===== src/rtl/tictactoe_game.sv =====
// N x N tic-tac-toe engine: registered board, X-first turn tracking, move validation
// and a one-cycle win/draw evaluation after each accepted move.
module tictactoe_game #(
    parameter int N = 3,
    localparam int IDXW = $clog2(N*N),
    localparam int CNTW = $clog2(N*N+1)
) (
    input  logic              clk,
    input  logic              rst,
    input  logic              new_game,
    input  logic              move_valid,
    input  logic [IDXW-1:0]   move_idx,
    output logic              move_ready,
    output logic              move_err,
    output logic [N*N-1:0]    board_x,
    output logic [N*N-1:0]    board_o,
    output logic              turn_o,
    output logic [CNTW-1:0]   move_count,
    output logic              win_x,
    output logic              win_o,
    output logic              draw,
    output logic              game_over
);

    localparam int CELLS = N * N;

    // Handshake: a move is taken on a rising edge where move_valid && move_ready;
    // the source holds move_valid/move_idx until then. Requests while not ready are
    // ignored in CHECK and answered with a move_err pulse in OVER.
    typedef enum logic [1:0] {
        PLAY  = 2'd0,
        CHECK = 2'd1,
        OVER  = 2'd2
    } state_t;

    state_t state;

    logic in_range;
    logic occupied;
    logic legal;
    logic line_x;
    logic line_o;

    function automatic logic has_line(input logic [CELLS-1:0] b);
        logic found;
        logic row_ok;
        logic col_ok;
        logic diag_ok;
        logic anti_ok;
        found   = 1'b0;
        diag_ok = 1'b1;
        anti_ok = 1'b1;
        for (int r = 0; r < N; r++) begin
            row_ok = 1'b1;
            col_ok = 1'b1;
            for (int c = 0; c < N; c++) begin
                row_ok = row_ok & b[r*N + c];
                col_ok = col_ok & b[c*N + r];
            end
            found   = found | row_ok | col_ok;
            diag_ok = diag_ok & b[r*N + r];
            anti_ok = anti_ok & b[r*N + (N-1-r)];
        end
        return found | diag_ok | anti_ok;
    endfunction

    always_comb begin
        in_range = (int'(move_idx) < CELLS);
        occupied = 1'b0;
        if (in_range) begin
            occupied = board_x[move_idx] | board_o[move_idx];
        end
        legal  = in_range & ~occupied;
        line_x = has_line(board_x);
        line_o = has_line(board_o);
    end

    always_ff @(posedge clk or posedge rst) begin
        if (rst) begin
            state      <= PLAY;
            move_ready <= 1'b1;
            move_err   <= 1'b0;
            board_x    <= '0;
            board_o    <= '0;
            turn_o     <= 1'b0;
            move_count <= '0;
            win_x      <= 1'b0;
            win_o      <= 1'b0;
            draw       <= 1'b0;
            game_over  <= 1'b0;
        end else begin
            move_err <= 1'b0;
            if (new_game) begin
                state      <= PLAY;
                move_ready <= 1'b1;
                board_x    <= '0;
                board_o    <= '0;
                turn_o     <= 1'b0;
                move_count <= '0;
                win_x      <= 1'b0;
                win_o      <= 1'b0;
                draw       <= 1'b0;
                game_over  <= 1'b0;
            end else begin
                case (state)
                    PLAY: begin
                        if (move_valid) begin
                            if (legal) begin
                                if (turn_o) begin
                                    board_o[move_idx] <= 1'b1;
                                end else begin
                                    board_x[move_idx] <= 1'b1;
                                end
                                move_count <= move_count + CNTW'(1);
                                turn_o     <= ~turn_o;
                                move_ready <= 1'b0;
                                state      <= CHECK;
                            end else begin
                                move_err <= 1'b1;
                            end
                        end
                    end
                    CHECK: begin
                        // Only the mover can complete a line, so at most one win flag rises.
                        win_x <= line_x;
                        win_o <= line_o;
                        draw  <= (move_count == CNTW'(CELLS)) & ~line_x & ~line_o;
                        if (line_x | line_o | (move_count == CNTW'(CELLS))) begin
                            game_over  <= 1'b1;
                            move_ready <= 1'b0;
                            state      <= OVER;
                        end else begin
                            move_ready <= 1'b1;
                            state      <= PLAY;
                        end
                    end
                    OVER: begin
                        if (move_valid) begin
                            move_err <= 1'b1;
                        end
                    end
                    default: begin
                        move_ready <= 1'b1;
                        state      <= PLAY;
                    end
                endcase
            end
        end
    end

endmodule


===== config.mk =====
export PLATFORM = sky130hd
export DESIGN_NAME = tictactoe_game
export DESIGN_NICKNAME = d
export VERILOG_FILES = /design/src/rtl/tictactoe_game.sv
export SDC_FILE = /design/constraint.sdc
export NUM_CORES = 1
export LEC_CHECK = 0
export CORE_UTILIZATION = 49
export DETAILED_ROUTE_END_ITERATION = 10
export GPL_ROUTABILITY_DRIVEN = 0
export GPL_TIMING_DRIVEN = 0
export PLACE_DENSITY_LB_ADDON = 0.1
export SKIP_CTS_REPAIR_TIMING = 1
export SLEW_MARGIN = 20
export SYNTH_ARGS = -nofsm -noshare
export SYNTH_HDL_FRONTEND = slang
export SYNTH_SLANG_ARGS = --single-unit

===== constraint.sdc =====
create_clock -name clk -period 2.1 [get_ports clk]
set_clock_uncertainty 0.05 [all_clocks]
set_input_delay 0.21 -clock clk [delete_from_list [all_inputs] [get_ports clk]]
set_output_delay 0.21 -clock clk [all_outputs]
set_load 0.01 [all_outputs]

==> impl_metrics.toml <==
[global_routing]
grt_max_degree = 32
antenna_found_initial = 0
grt_usage_pct = 26.8
overflow = 0
grt_use_met2_pct = 40.1
grt_first_pass_wirelength_um = 6860
grt_use_met3_pct = 8.95
globalRoute.busiestLayer = "met2"
use_met1_pct = 36.7
grt_pass1_vias = 1417

[cts]
clk-insertion-delay-late_ns = 0.34
htreeDepth = 2
cts.clk_slew.worst_paths_ns = 0.10
cts_tree = "built"
cts_max_path_buffers = 2
cts_sinks = 31
numCtsBuffers = 5
cts-root-buf = "clkbuf_4"

[drt]
ant_nets = 0
drt_wl_total_um = 4450
num_vias = 1500
drc = 0
firstDrtPassIters = 4
vias_per_cell = 5.79
first_iter_violations = 149
wl_per_cell_um = 17.2

[power]
swShare_pct = 26.5
p_switching_uw = 319
intPower_uw = 885
seq_power_share_pct = 51.7
ir_drop_mv = 0.304
comb_power_share_pct = 15.2
p_leak_nw = 0.904
p_per_area_nw_per_um2 = 536
clock_power_share_pct = 33.0

[yosys]
syn_inst = 163
synth.distinct_cells = 43
syn-cell-area_um2 = 1600
ys.flop_type = "dfrtp_1"
ys_ff_latch = 31
synth_top_area_share_pct = 46.9
async_flop_share_pct = 100
yosysSeqAreaShare_pct = 48.6
syn_area_per_cell_um2 = 9.81
synth_top_area_cell = "dfrtp_1"
synth_edf_count = 0
synth_area_leaders = "dfrtp_1 (47%), inv_1 (4.5%), o32ai_1 (3.8%)"
synth_warnings = 0
syn-num-nets = 173

[layout]
antenna_cells = 0
area_growth_pct = 40.5
drive_gt1_share_pct = 22.3
final_nets = 224
fin_util_pct = 73.0

[die]
die_h_um = 59.1
die_w_um = 59.1
core_area_um2 = 3080
rows = 20
start_util_pct = 52.0
io_pins = 37
die_area_um2 = 3500

[timing]
period_needed_ns = 2.18
tightest_slew_ns = 0.637
drv_slew = 0
setup_viol_count_final = 1
finalSetupTns_ns = -0.0815
timing.final.ws_setup_ns = -0.0815
hold_viol = 0
max_slew_margin_pct = 57.5
rsz0062_at_grt = "yes"
max_freq_mhz = 458
timing.final.crit_share_pct = 104

[critical_path]
arrival_ns = 2.37
cp_data_required_time_ns = 2.29
crit_type = "flip-flop to flip-flop"
crit_path_end_kind = "flip-flop"
cp_max_fo = 5
r2r-start = "board_x[1]"
crit_start = "board_x[1]"
cp-start-kind = "flip-flop"

[placed_design]
dp_hpwl_um = 3020
port_buffers = 36

[status]
violations = "setup timing"
outcome = "complete, but fails checks"

[job]
max_cap_violations = 0

[hold_path]
hp-class = "input pin to flip-flop"
min_from = "move_idx[0]"
per-layer routing:
layer  part of all wire, %  vias up  wire length (µm)
met2                    48       72              2120
li1                      -      706                 -
met1                    42      709              1870
met3                   8.5       13               378
met5                     0        -                 0
met4                   1.8        0                81
worst paths after layout:
| path | slack (ns) | cells past startpoint | endpoint |
|---|---|---|---|
| hold / removal | 0.1 | 2 | board_x[4] |
| min in group asynchronous | 0.21 | 2 | move_err |
| setup / recovery | -0.08 | 5 | board_o[0] |
| setup reg to reg | -0.08 | 5 | board_o[0] |
| max in group asynchronous | 1.32 | 2 | board_x[1] |
| hold reg to reg | 0.47 | 2 | game_over |
cell type report:
type / count / area, µm²
buffer: 6 / 25.0
clock buffer: 8 / 68.8
tap: 44 / 55.1
sequential: 31 / 781
inverter: 19 / 71.3
multi-input combinational: 106 / 821
fill: 236 / 831
timing repair buffer: 45 / 425
Yosys cell counts (2+ instances only):
| cell | number |
|---|---|
| clkbuf_1 | 5 |
| nor2b_1 | 4 |
| nor4_1 | 2 |
| nor3b_1 | 3 |
| nor2_1 | 9 |
| dfrtp_1 | 30 |
| a22oi_1 | 4 |
| nand3b_1 | 2 |
| inv_1 | 19 |
| o21ai_0 | 4 |
| a22o_1 | 2 |
| nand4_1 | 2 |
| o32ai_1 | 7 |
| or3_1 | 5 |
| a311oi_1 | 2 |
| nand2b_1 | 8 |
| nor3_1 | 4 |
| o22ai_1 | 7 |
| a21oi_1 | 7 |
| o41ai_1 | 6 |
| nand3_1 | 3 |
| nand2_1 | 6 |
| ha_1 | 2 |
worst max-delay path: stages (launching register included):
cell     delay, ns
dfrtp_2       0.44
nor3_2        0.23
nor4_2        0.09
or4_4         0.55
or3_4         0.43
o32ai_2       0.30
metrics by stage:
stage	cells	cell area [µm²]	hold slack (ns)	worst slack, ns	power, mW
after detailed placement	243	2010	0.461	-0.845	0.793
after global placement	243	2010	0.452	-0.697	0.788
after global routing	259	2250	0.0878	-0.0986	1.26
final	259	2250	0.0955	-0.0815	1.20
after CTS	251	2080	0.229	-0.499	1.19
after floorplan	163	1600	0.259	0.0206	0.724
power by group through the flow:
stage                     Sequential (mW)  Combinational [mW]  Clock (mW)
after global placement              0.633               0.155           0
after detailed placement            0.634               0.158           0
final                               0.623               0.183       0.398
after global routing                0.625               0.199       0.433
after floorplan                     0.638              0.0858           0
after CTS                           0.623               0.159       0.406
layout by cell type, fill, tap and decap left out, types with 4 or more instances in the layout:
cell             count
clkdlybuf4s50_1     32
or3_1                4
a22oi_1              4
clkbuf_4             5
o22ai_1              7
inv_1               18
nor2_1               9
o32ai_2              4
nor2b_1              4
buf_4               10
dfrtp_1             27
o41ai_1              5
nand2b_1             8
clkbuf_1             4
a21oi_1              7
o21ai_0              4
nand2_1              5
state kept, by name, indices dropped and copies added, names as in the netlist, 2 cells and up:
register / flops
board_o: 9
board_x: 9
move_count: 4
state: 2
kinds of logic after synthesis:
family          synth area share (%)
simple gates                    19.2
compound gates                  22.4
flops                           48.6
buf+inv                         6.18
mux                             2.03
fa+ha+maj                       1.56
Power figures use the tool's default switching activity.
